File: src/rtl/qtable_policy_reader.sv
// Greedy-policy extractor: scans every grid state, reads the four action Q values
// and emits one {state, argmax action, max Q} record per state over a valid/ready port.
module qtable_policy_reader #(
    parameter int unsigned DATA_WIDTH = 8,
    parameter int unsigned NUM_STATES = 64
) (
    input  logic                  clk,
    input  logic                  rst,
    input  logic                  start,
    output logic                  busy,
    output logic [7:0]            q_rd_addr,
    output logic                  q_rd_en,
    input  logic [DATA_WIDTH-1:0] q_rd_data,
    output logic                  o_valid,
    input  logic                  o_ready,
    output logic [5:0]            o_state,
    output logic [1:0]            o_action,
    output logic [DATA_WIDTH-1:0] o_qmax,
    output logic                  o_done
);

    localparam logic [5:0] LAST_STATE = 6'(NUM_STATES - 1);

    typedef enum logic [2:0] {
        IDLE,
        READ,
        EVAL,
        OUT,
        DONE
    } state_t;

    state_t                state;
    logic [5:0]            cnt;
    logic                  rd_pend;
    logic [1:0]            pend_act;
    logic [DATA_WIDTH-1:0] best_q;
    logic [1:0]            best_a;
    logic [DATA_WIDTH-1:0] cand_q;
    logic [1:0]            cand_a;

    // Running argmax including the data returning this cycle; strict compare keeps the lower action on ties
    always_comb begin
        cand_q = best_q;
        cand_a = best_a;
        if (pend_act == 2'b00 || q_rd_data > best_q) begin
            cand_q = q_rd_data;
            cand_a = pend_act;
        end
    end

    always_ff @(posedge clk or posedge rst) begin
        if (rst) begin
            state     <= IDLE;
            cnt       <= 6'd0;
            rd_pend   <= 1'b0;
            pend_act  <= 2'b00;
            best_q    <= '0;
            best_a    <= 2'b00;
            busy      <= 1'b0;
            q_rd_en   <= 1'b0;
            q_rd_addr <= 8'd0;
            o_valid   <= 1'b0;
            o_state   <= 6'd0;
            o_action  <= 2'b00;
            o_qmax    <= '0;
            o_done    <= 1'b0;
        end else begin
            // Read data arrives one cycle after its enable; track which action it belongs to
            rd_pend  <= q_rd_en;
            pend_act <= q_rd_addr[1:0];
            if (rd_pend) begin
                best_q <= cand_q;
                best_a <= cand_a;
            end
            o_done <= 1'b0;

            case (state)
                IDLE: begin
                    if (start) begin
                        cnt       <= 6'd0;
                        busy      <= 1'b1;
                        q_rd_en   <= 1'b1;
                        q_rd_addr <= {6'd0, 2'b00};
                        state     <= READ;
                    end
                end
                READ: begin
                    // Entry from OUT arrives with the enable low: issue the first read of the new state
                    if (!q_rd_en) begin
                        q_rd_en   <= 1'b1;
                        q_rd_addr <= {cnt, 2'b00};
                    end else if (q_rd_addr[1:0] == 2'b11) begin
                        q_rd_en <= 1'b0;
                        state   <= EVAL;
                    end else begin
                        q_rd_addr <= q_rd_addr + 8'd1;
                    end
                end
                EVAL: begin
                    o_valid  <= 1'b1;
                    o_state  <= cnt;
                    o_action <= cand_a;
                    o_qmax   <= cand_q;
                    state    <= OUT;
                end
                OUT: begin
                    if (o_ready) begin
                        o_valid <= 1'b0;
                        if (cnt == LAST_STATE) begin
                            o_done <= 1'b1;
                            state  <= DONE;
                        end else begin
                            cnt   <= cnt + 6'd1;
                            state <= READ;
                        end
                    end
                end
                DONE: begin
                    busy  <= 1'b0;
                    state <= IDLE;
                end
                default: state <= IDLE;
            endcase
        end
    end

endmodule

File: config.mk
export PLATFORM = sky130hd
export DESIGN_NAME = qtable_policy_reader
export DESIGN_NICKNAME = d
export VERILOG_FILES = /design/src/rtl/qtable_policy_reader.sv
export SDC_FILE = /design/constraint.sdc
export NUM_CORES = 1
export LEC_CHECK = 0
export ABC_AREA = 1
export ABC_CLOCK_PERIOD_IN_PS = 1410
export CAP_MARGIN = 0
export CORE_ASPECT_RATIO = 1.5
export CORE_MARGIN = 4
export CORE_UTILIZATION = 40
export CTS_BUF_LIST = sky130_fd_sc_hd__clkbuf_4
export DETAILED_ROUTE_END_ITERATION = 8
export HOLD_SLACK_MARGIN = 0.1
export PLACE_DENSITY_LB_ADDON = 0.08
export SYNTH_ARGS = -nofsm -noshare
export SYNTH_HDL_FRONTEND = slang
export SYNTH_SLANG_ARGS = --single-unit
File: constraint.sdc
create_clock -name clk -period 1.41 [get_ports clk]
set_input_delay 0.282 -clock clk [delete_from_list [all_inputs] [get_ports clk]]
set_output_delay 0.282 -clock clk [all_outputs]
set_load 0.005 [all_outputs]
After elaboration in Yosys (flattened, before gate mapping)
Index checks and enable logic that the tools add are counted.

storage, ports and cells
  input port bits = 12
  bits in registers = 50
  output and inout port bits = 28
  logic and storage cells = 68

cells by class
  $add $sub $neg = 2
  reductions and logical operators = 13
  $lt $le $gt $ge = 1
  eq/ne operators = 12
  mux-type cells = 26

operators with widths
  cell                                           count
  2-to-1 mux 8 bit                               4
  2-to-1 mux 6 bit                               3
  case mux 8 bit (2 select lines)                1
  2-to-1 mux 3 bit                               5
  case mux 3 bit (4 select lines)                1
  case mux 6 bit (2 select lines)                1
  inequality test 2 bit, second input constant   5
  adder 8 x 1 -> 8 bit, second input constant    1
  > comparator 8 bit                             1
  AND reduction 4 bit                            2
  nonzero test 2 bit                             4
  2-to-1 mux 1 bit                               7
  adder 6 x 1 -> 6 bit, second input constant    1
  == test 3 x 2 -> 1 bit, second input constant  2
  == test 6 bit, second input constant           1
  case mux 1 bit (2 select lines)                3
  AND reduction 2 bit                            3
  == test 3 x 1 -> 1 bit, second input constant  1
  == test 3 bit, second input constant           1
  logical NOT 3 bit                              1
  inequality test 3 bit, second input constant   1
  AND reduction 3 bit                            1
  == test 2 bit, second input constant           1
  logical NOT 2 bit                              1
  2 further kinds                                2

Longest topological paths before layout
Gate-level depths: netlist of run 1.

  depth after elaboration = 4
  gate-level depth with buffers = 15
  gate-level depth less buffers = 14

Worst setup path before layout of run 1
No wires, ideal clock.

  path type = register to register
  start = reg best_q[7]
  end = reg best_q[0]
  buffers on the path = 1
  data required time = 1292 ps
  clock period less this slack = 1562 ps
  arrival time = 1444 ps
  setup slack = -152 ps
  stages on the path, launching flop included = 11
  cells stage by stage = dfrtp_1 inv_1 ha_1 a21o_1 nor2_1 nand2_1 nand2_1 buf_2 nand3_1 nand3_1 nand2_1

between the ends
  longest elaborated chain between the ends = 3

ends and longest elaborated chain
  what                      line  source
  start: declaration        36    logic [DATA_WIDTH-1:0] best_q;
  start signal: assignment  72    best_q <= cand_q;
  > comparator 8 bit        45    if (pend_act == 2'b00 || q_rd_data > best_q) begin
  logical OR 1 bit          45
  2-to-1 mux 8 bit          45

Every way passes these cells.
A chain may end at the register's enable or synchronous reset.

Final worst setup path of run 1
  start = reg best_q[7]
  end = reg o_action[1]

between the ends
  longest elaborated chain between the ends = 3

ends and longest elaborated chain
  what                    line  source
  > comparator 8 bit      45
  logical OR 1 bit        45
  2-to-1 mux 2 bit        45
  end signal: assignment  102   o_action <= cand_a;
  end: declaration        17    output logic [1:0] o_action,

Every way passes these cells.

==> reports/results.tsv, run 1 <==
metric	value	unit
drt_iter0_markers	90	
synth_area	2560	µm²
antenna_found_initial	0	
synthDistinctLibCells	27	
rows	35	
fin_nets	448	
dp_slack	-0.664	ns
worst_ep_arrival_time	1.96	ns
max_freq	0.595	GHz
placed_cells	469	
clock_latency	0.37	ns
port_buffers	39	
regToRegSetupSlack	-0.27	ns
violations	setup timing	
worstMarginPinSlew	0.297	ns
fin_worst_skew	0.0138	ns
path_class	reg -> reg	
syn_area_per_cell	8.13	µm²
required	1.69	ns
instances_no_fill	501	
cts_buffers	5	
dieArea	7770	µm²
synth_cells	315	
initial_core_util	0.415	
postLayoutSetupSlackWorst	-0.270	ns
cts_tree	done	
worst_setup_path_end_kind	flop	
area_growth	63.5	%
root_buffer	clkbuf_4	
status	finished, violations left	
grt_max_degree	51	
grt_pass1_vias	2430	
peakVddDrop	1290	µV
post-route-period-util	1.19	
min_path_type	in -> async	
n_antenna_cell	0	
finalSetupViolations	26	
p_leak	2.10	nW
cp_max_fo	2	
core-area	6170	µm²
filler_cell_count	485	
die_height	106	µm
detail-route-antenna-nets	0	
cts.sinks	50	
timing.slew.headroom	0.802	
hold_viol_final	0	
viasPerCell	4.87	
final.min_clock_period	1.68	ns
ys_seq_area_frac	0.489	
crit_start	best_q[7]$_DFFE_PP0P_	
tns	-5.07	ns
cap_violations	0	
grt_overflow	0	
vias	2439	
pin_count	40	
yosys_warnings	0	
worstRegToRegCells	11	
grt_setup_unrepaired	yes	
place.gp.congestion	0.804	
drc	0	
reg2reg_from	best_q[7]$_DFFE_PP0P_	
drt_pass1_iterations	6	
clk_path_buf_depth	2	
power_density	1960	nW/µm²
holdBufCountCts	0	
drive_gt1_frac	0.452	
finalMaxSlewViolations	0	
dp_hpwl	4650	µm
clk_pin_slew	0.15	ns
cp_cell_sequence	inv_2 > ha_4 > a21o_1 > nor2_2 > nand2_2 > buf_4 > buf_4 > nand3_1 > nand2_2 > nand2_1 > nand2_1	
slowest_stage	dfrtp_1	
htree_levels	2	
wl_per_cell	14.1	µm
grt_pass1_wl	11300	µm
cp-start-kind	flop	
synth_seq_cells	50	
critPathMaxStageDelay	0.43	ns
design_area	4190	µm²
r2r_end	o_action[1]$_DFFE_PP0P_	
p_total	8.21	mW
die_x	73.3	µm
routed_wl	7050	µm
grt.total_usage	0.186	
synth_fp_nets	337	
place_area	3440	µm²
[per-stage QoR]
step / hold WS, ns / utilization
after floorplan: 0.324 / -
after global placement: 0.439 / 0.557
after detailed placement: 0.454 / 0.557
after CTS: 0.307 / 0.632
after global routing: 0.324 / 0.678
final: 0.281 / 0.678
[cells in the final DEF (no fill, tap or decap), types with 4 or more instances in the layout]
master / netlist / routed
clkbuf_4: 0 / 5
inv_1: 41 / 28
buf_4: 0 / 62
dfrtp_1: 50 / 48
nand2_2: 6 / 21
inv_2: 2 / 13
xor2_1: 7 / 7
o21ai_0: 18 / 10
nand2_4: 0 / 9
ha_4: 0 / 8
clkdlybuf4s50_1: 0 / 11
o21ai_1: 0 / 7
nor2_1: 9 / 4
nand3_1: 38 / 9
o21ai_2: 6 / 7
nand2_1: 95 / 70
nor3_4: 1 / 6
buf_6: 1 / 9
dlygate4sd2_1: 0 / 23
nand3_4: 0 / 8
nand3_2: 0 / 21
[cell usage after synthesis]
master,n,area share
a21o_1,1,0.0029
a21oi_1,5,0.0098
a22oi_1,1,0.0029
a32o_1,1,0.0039
buf_2,1,0.0020
buf_6,1,0.0044
clkbuf_1,6,0.0088
clkinv_1,1,0.0015
dfrtp_1,50,0.49
ha_1,10,0.049
inv_1,41,0.060
inv_2,2,0.0029
nand2_1,95,0.14
nand2_2,6,0.015
nand3_1,38,0.074
nand4_1,1,0.0024
nor2_1,9,0.013
nor3_1,8,0.016
nor3_4,1,0.0064
nor3b_1,1,0.0029
o211ai_1,2,0.0059
o21ai_0,18,0.035
o21ai_2,6,0.021
o221ai_1,1,0.0034
o31ai_1,1,0.0029
or2_2,1,0.0024
xor2_1,7,0.024
[kinds of logic after synthesis]
| group | Yosys count | share of synthesized area |
|---|---|---|
| simple gates | 160 | 0.271 |
| buf+inv | 52 | 0.0797 |
| flops | 50 | 0.489 |
| compound gates | 36 | 0.0875 |
| fa+ha+maj | 10 | 0.0489 |
| xor+xnor | 7 | 0.0239 |
[flip-flops by register name (all words and copies together), names as in the netlist]
name       count
best_q         8
o_qmax         8
q_rd_addr      8
cnt            6
o_state        6
state          3
best_a         2
o_action       2
pend_act       2
busy           1
o_done         1
o_valid        1
q_rd_en        1
rd_pend        1
[metal layers]
metal	share of wire	track usage	vias up	wire, µm
li1	-	-	1237	-
met1	0.39	0.209	1150	2760
met3	0.036	0.0331	7	255
met4	0.010	0.0479	0	71
met2	0.56	0.348	45	3960
met5	0	0	-	0
[how the worst max path moves through the flow]
stage	endpoint	slack (ns)	cells after the start
finish	o_action[1]$_DFFE_PP0P_	-0.27	11
global route	o_action[1]$_DFFE_PP0P_	-0.38	14
CTS	best_q[0]$_DFFE_PP0P_	-0.23	12
detailed placement	o_qmax[1]$_DFFE_PP0P_	-0.66	13
global placement	o_qmax[1]$_DFFE_PP0P_	-0.63	13
floorplan	best_q[0]$_DFFE_PP0P_	-0.1	10
[area by class of cell]
| class | count | area (µm²) | area share |
|---|---|---|---|
| multi-input combinational | 213 | 1640 | 0.392 |
| sequential | 50 | 1250 | 0.300 |
| timing repair buffer | 112 | 948 | 0.227 |
| inverter | 44 | 171 | 0.0410 |
| tap | 74 | 92.6 | 0.0221 |
| clock inverter | 3 | 40.0 | 0.00957 |
| clock buffer | 5 | 37.5 | 0.00897 |
[worst max-delay path: cells and delay by family (launching register included)]
family                     cells  cell delay, ns
buffers and inverters          3            0.34
AOI/OAI and AO/OA              1            0.18
DFF                            1            0.43
and+or+nand+nor                6            0.43
adders and majority gates      1            0.21
[power by group]
group	leakage (nW)	switching (mW)	internal, mW
clock network	0.0450	0.470	0.368
registers	0.634	0.297	1.92
logic	1.42	2.72	2.43
[what timing repair did]
item                                   4_1_cts  5_1_grt
setup endpoints to repair                   57       47
gates cloned                                 0        0
pin swaps                                   28       37
setup buffers                               17        7
gates resized for setup                     95       70
endpoints found under the hold margin        0        0
No activity file was read; power rests on OpenSTA's default activity.
==> inputs of run 2 (changes only) <==
--- a/config.mk
+++ b/config.mk
@@ -7,12 +7,12 @@
 export LEC_CHECK = 0
 export ABC_AREA = 1
 export ABC_CLOCK_PERIOD_IN_PS = 1410
-export CAP_MARGIN = 0
 export CORE_ASPECT_RATIO = 1.5
 export CORE_MARGIN = 4
 export CORE_UTILIZATION = 40
-export CTS_BUF_LIST = sky130_fd_sc_hd__clkbuf_4
+export CTS_BUF_LIST = sky130_fd_sc_hd__clkbuf_8
 export DETAILED_ROUTE_END_ITERATION = 8
+export GPL_TIMING_DRIVEN = 0
 export HOLD_SLACK_MARGIN = 0.1
 export PLACE_DENSITY_LB_ADDON = 0.08
 export SYNTH_ARGS = -nofsm -noshare
==> run 2 against run 1 <==
Net effect: the flow still finishes with violations (setup timing); die area is the same; critical endpoint is now o_action[0]$_DFFE_PP0P_; largest cell class unchanged; clock power is 5.3% higher; critical path depth increased by 3.
==> reports/results.tsv, run 2 (same netlist as run 1, synthesis figures left out) <==
metric	value	unit	change
die_height	106	µm	unchanged
grt_pass1_wl	11300	µm	about the same
grt_max_degree	51		unchanged
drive_gt1_frac	0.386		was 0.452
cts_buffers	5		unchanged
worstMarginPinSlew	1.18	ns	was 0.297 ns
drt_pass1_iterations	4		was 6
cts_tree	done		unchanged
final_cell_mix	nand2_1, dfrtp_1, dlygate4sd2_1, buf_4, inv_1		was nand2_1, buf_4, dfrtp_1, inv_1, dlygate4sd2_1
min_path_type	in -> reg		was in -> async
cp_cell_sequence	clkdlybuf4s50_1 > ha_4 > nand2_1 > inv_1 > nand2_1 > nand2_1 > nand2_1 > nand2_2 > nand2_4 > buf_6 > nand3_2 > nand2_2 > nand2_1 > nand2_1		was inv_2 > ha_4 > a21o_1 > nor2_2 > nand2_2 > buf_4 > buf_4 > nand3_1 > nand2_2 > nand2_1 > nand2_1
routed_wl	7400	µm	was 7050 µm
rows	35		unchanged
p_leak	2.05	nW	was 2.10 nW
final_common_cell	nand2_1		unchanged
viasPerCell	5.00		was 4.87
post-route-period-util	1.22		was 1.19
grt_pass1_vias	2440		was 2,430
cp-start-kind	input port		was flop
critPathMaxStageDelay	0.47	ns	was 0.43 ns
worst_ep_arrival_time	1.92	ns	was 1.96 ns
tns	-7.28	ns	was -5.07 ns
core-area	6170	µm²	unchanged
place_area	3100	µm²	was 3440 µm²
path_class	in -> reg		was reg -> reg
status	finished, violations left		unchanged
max_freq	0.579	GHz	was 0.595 GHz
power_density	1950	nW/µm²	was 1960 nW/µm²
required	1.61	ns	was 1.69 ns
peakVddDrop	1220	µV	was 1290 µV
fin_nets	428		was 448
dp_slack	-0.744	ns	was -0.664 ns
dieArea	7770	µm²	unchanged
pin_count	40		unchanged
initial_core_util	0.415		unchanged
cp_max_fo	5		was 2
drc	0		unchanged
cts.sinks	50		unchanged
clk_pin_slew	0.09	ns	was 0.15 ns
finalSetupViolations	30		was 26
hold_viol_final	0		unchanged
clk_path_buf_depth	2		unchanged
cp_common_cell	nand2_1		
port_buffers	39		unchanged
n_antenna_cell	0		unchanged
design_area	4020	µm²	was 4190 µm²
antenna_found_initial	0		unchanged
detail-route-antenna-nets	0		unchanged
die_x	73.3	µm	unchanged
final.min_clock_period	1.73	ns	was 1.68 ns
postLayoutSetupSlackWorst	-0.316	ns	was -0.270 ns
timing.slew.headroom	0.212		was 0.802
root_buffer	clkbuf_8		was clkbuf_4
clock_latency	0.30	ns	was 0.37 ns
place.gp.congestion	0.795		was 0.804
htree_levels	2		unchanged
drt_iter0_markers	59		was 90
vias	2403		was 2,439
reg.largest.list	best_q x8, o_qmax x8, q_rd_addr x8		unchanged
finalMaxSlewViolations	0		unchanged
filler_cell_count	501		was 485
dp_hpwl	4400	µm	was 4650 µm
area_growth	56.9	%	was 63.5%
crit_family	buffers and inverters		was flip-flops
slowest_stage	clkdlybuf4s50_1		was dfrtp_1
grt.total_usage	0.185		was 0.186
worst_setup_path_end_kind	flop		unchanged
wl_per_cell	15.4	µm	was 14.1 µm
fin_worst_skew	0.00803	ns	was 0.0138 ns
worst-path-buf-inv	3		unchanged
grt_overflow	0		unchanged
cap_violations	0		unchanged
worst_hold_slack	0.435	ns	was 0.281 ns
violations	setup timing		unchanged
grt_setup_unrepaired	yes		unchanged
placed_cells	428		was 469
instances_no_fill	481		was 501
[run 2: final cells by class]
type / instances / area, µm² / share of cell area
Buffer: 8 / 52.6 / 0.0131
Inverter: 44 / 176 / 0.0439
Clock buffer: 6 / 82.6 / 0.0206
Tap cell: 74 / 92.6 / 0.0231
Clock inverter: 2 / 8.76 / 0.00218
Timing Repair Buffer: 83 / 748 / 0.186
Multi-Input combinational cell: 213 / 1590 / 0.397
Timing Repair inverter: 1 / 5.00 / 0.00125
Sequential cell: 50 / 1260 / 0.313
[run 2: worst min-delay path, cell delays in order]
cell and delay [ns]:
dlymetal6s2s_1 0.16, inv_1 0.06, nand2_1 0.08, nand3_2 0.08
nand2_1 0.04
[run 2: timing repair]
| item | 4_1_cts | 5_1_grt |
|---|---|---|
| cloned | 2 | 1 |
| gates resized for setup | 90 | 73 |
| endpoints found under the setup margin | 72 | 50 |
| pin swaps | 27 | 38 |
| hold buffers | 0 | 0 |
| buffers inserted | 31 | 13 |
[run 2: stage by stage]
| step | util | total power [mW] |
|---|---|---|
| after floorplan | - | 4.17 |
| after CTS | 0.589 | 7.08 |
| after global placement | 0.503 | 5.26 |
| after detailed placement | 0.503 | 5.32 |
| after global routing | 0.650 | 8.44 |
| final | 0.650 | 7.85 |
[run 2: path summary, 6_finish.rpt]
path,slack (ns),cells past startpoint,from,endpoint
max in group asynchronous,0.18,2,rst,o_valid$_DFFE_PP0P_
hold reg to reg,0.48,2,o_qmax[2]$_DFFE_PP0P_,o_qmax[2]$_DFFE_PP0P_
min in group asynchronous,0.50,2,rst,state[2]$_DFFE_PP0P_
setup reg to reg,-0.29,13,best_q[2]$_DFFE_PP0P_,o_qmax[1]$_DFFE_PP0P_
setup / recovery,-0.32,14,q_rd_data[3],o_action[0]$_DFFE_PP0P_
hold / removal,0.44,5,q_rd_data[1],best_q[1]$_DFFE_PP0P_
[run 2: report_power, final]
group / switching [mW] / total [mW] / internal, mW
Sequential: 0.307 / 2.24 / 1.93
Clock: 0.491 / 0.882 / 0.391
Combinational: 2.61 / 4.73 / 2.12
Total: 3.41 / 7.85 / 4.44
[run 2: routing by layer]
metal,share of wire,GRT usage,routed length (µm),vias to the layer above
li1,-,-,-,1200
met1,0.39,0.216,2890,1138
met2,0.55,0.335,4090,49
met3,0.030,0.0284,224,16
met4,0.027,0.0635,201,0
met5,0,0,0,-
==> inputs of run 3 (changes only) <==
--- a/config.mk
+++ b/config.mk
@@ -6,7 +6,7 @@
 export NUM_CORES = 1
 export LEC_CHECK = 0
 export ABC_AREA = 1
-export ABC_CLOCK_PERIOD_IN_PS = 1410
+export ABC_CLOCK_PERIOD_IN_PS = 1990
 export CORE_ASPECT_RATIO = 1.5
 export CORE_MARGIN = 4
 export CORE_UTILIZATION = 40
==> constraint.sdc (replaced) <==
create_clock -name clk -period 1.99 [get_ports clk]
set_input_delay 0.398 -clock clk [delete_from_list [all_inputs] [get_ports clk]]
set_output_delay 0.398 -clock clk [all_outputs]
set_load 0.005 [all_outputs]
==> run 3 against run 2 <==
Net effect: the flow now finishes without violations; sequential power shrank 29%; worst hold slack lost 0.068 ns; design area shrank 20%; die area is the same; critical endpoint is now best_q[7]$_DFFE_PP0P_; largest cell class is now registers.
==> reports/results.tsv, run 3 (same netlist as run 1, synthesis figures left out) <==
metric	value	unit	change
status	finished, final reports clean		was finished, violations left
swShare	0.407		was 0.435
viasPerCell	4.98		was 5.00
final.min_clock_period	1.89	ns	
post_cts_buffers	0		was 31
rows	35		unchanged
hold_viol_final	0		unchanged
fin_nets	385		was 428
clk_pin_slew	0.09	ns	about the same
antenna_found_initial	0		unchanged
finalSetupViolations	0		was 30
port_buffers	39		unchanged
die_x	73.3	µm	unchanged
grt_setup_unrepaired	yes		unchanged
wl_per_cell	13.9	µm	was 15.4 µm
die_height	106	µm	unchanged
p_leak	1.60	nW	was 2.05 nW
cts.sinks	50		unchanged
seqPwrFrac	0.360		was 0.285
grt_max_degree	38		was 51
routed_wl	6110	µm	was 7400 µm
grt_overflow	0		unchanged
dp_hpwl	4460	µm	was 4400 µm
area_growth	25.8	%	was 56.9%
route.met3.wl	176	µm	was 224 µm
worst_ep_arrival_time	2.08	ns	was 1.92 ns
max_freq	0.530	GHz	
n_antenna_cell	0		unchanged
cts_buffers	5		unchanged
finalMaxSlewViolations	0		unchanged
final_cell_mix	nand2_1, dfrtp_1, inv_1, nand3_1, clkdlybuf4s50_1		was nand2_1, dfrtp_1, dlygate4sd2_1, buf_4, inv_1
fin_worst_skew	0.00503	ns	was 0.00803 ns
clk_path_buf_depth	2		unchanged
pin_count	40		unchanged
drt_pass1_iterations	4		unchanged
grt_pass1_wl	10200	µm	was 11,300 µm
pwr-share-clk	0.160		was 0.112
peakVddDrop	623	µV	was 1220 µV
combPwrFrac	0.480		was 0.603
met2WireLength	3320	µm	was 4090 µm
tns	0	ns	was -7.28 ns
p_total	4.45	mW	was 7.85 mW
worst_setup_path_end_kind	flop		unchanged
cap_violations	0		unchanged
required	2.18	ns	was 1.61 ns
vias	2182		was 2,403
cp_max_fo	5		unchanged
htree_levels	2		unchanged
root_buffer	clkbuf_8		unchanged
place.gp.congestion	0.836		was 0.795
cp-start-kind	input port		unchanged
path_class	in -> reg		unchanged
drt_iter0_markers	101		was 59
internal_power	2.64	mW	was 4.44 mW
met1Wirelength	2460	µm	was 2890 µm
worstMarginPinSlew	0.560	ns	was 1.18 ns
clock_latency	0.30	ns	about the same
drc	0		unchanged
timing.slew.headroom	0.627		was 0.212
topRoutingLayerUsed	met4		unchanged
postLayoutSetupSlackWorst	0.103	ns	was -0.316 ns
min_path_type	in -> async		was in -> reg
core-area	6170	µm²	unchanged
grt_pass1_vias	2230		was 2,440
cts_tree	done		unchanged
dieArea	7770	µm²	unchanged
detail-route-antenna-nets	0		unchanged
power_density	1380	nW/µm²	was 1950 nW/µm²
post-route-period-util	0.948		
final_common_cell	nand2_1		unchanged
grt.total_usage	0.169		was 0.185
reg.largest.list	best_q x8, o_qmax x8, q_rd_addr x8		unchanged
dp_slack	-0.380	ns	was -0.744 ns
initial_core_util	0.415		unchanged
drive_gt1_frac	0.0989		was 0.386
switchingPower	1.81	mW	was 3.41 mW
## run 3: cell count changes in the layout (fill, tap and decap cells not counted), sizes merged
cell and delta:
clkinvlp -2, clkinv +1, bufinv +1, dlygate4sd2 -32
buf -43, clkdlybuf4s50 +32
## run 3: worst max-delay path, stage by stage
cell,delay [ns]
clkdlybuf4s50_1,0.43
ha_1,0.32
a21o_1,0.18
nor2_1,0.11
nand2_1,0.11
nand2_2,0.12
buf_4,0.15
nand3_1,0.08
nand3_1,0.12
nand2_1,0.06
## run 3: area by class of cell
type                    instances  area (µm²)
inverters                      44         165
clock buffers                   5        68.8
flip-flops and latches         50        1250
repair buffers                 41         420
fillers                       609        2960
multi-input cells             213        1140
clock inverters                 3        40.0
plain buffers                   8        45.0
well taps                      74        92.6
## run 3: routing by layer
layer  vias up  global-route usage
met3        11              0.0303
met1      1038               0.191
met4         0              0.0738
li1       1099                   -
met2        34               0.301
met5         -                   0
## run 3: repair_timing
item	CTS	global route
pin swaps	0	5
hold buffers	0	0
cloned	0	1
resized for setup	3	8
endpoints found under the setup margin	20	22
## run 3: final timing paths
check / startpoint / to / slack, ns / depth (start not counted)
worst max register to register: best_q[5]$_DFFE_PP0P_ / best_q[7]$_DFFE_PP0P_ / 0.23 / 10
min in group clk: q_rd_en$_DFFE_PP0P_ / rd_pend$_DFF_PP0_ / 0.45 / 0
worst min-delay path: rst / best_q[1]$_DFFE_PP0P_ / 0.37 / 2
worst min register to register: q_rd_en$_DFFE_PP0P_ / rd_pend$_DFF_PP0_ / 0.45 / 0
max in group asynchronous: rst / state[2]$_DFFE_PP0P_ / 1.11 / 3
worst max-delay path: q_rd_data[7] / best_q[7]$_DFFE_PP0P_ / 0.10 / 10
## run 3: metrics by stage
stage	instances	hold slack, ns	utilization	cell area (µm²)
6_report	438	0.367	0.521	3220
5_1_grt	438	0.397	0.521	3220
4_1_cts	437	0.374	0.515	3180
3_5_place_dp	429	0.436	0.496	3060
3_3_place_gp	428	0.445	0.493	3040
2_1_floorplan	315	0.413	-	2560
## run 3: power groups by stage
stage / clock network [mW] / logic (mW) / registers [mW]
2_1_floorplan: 0 / 1.27 / 1.59
3_3_place_gp: 0 / 2.03 / 1.62
3_5_place_dp: 0 / 2.07 / 1.62
4_1_cts: 0.744 / 2.12 / 1.60
5_1_grt: 0.777 / 2.46 / 1.65
6_report: 0.713 / 2.13 / 1.60
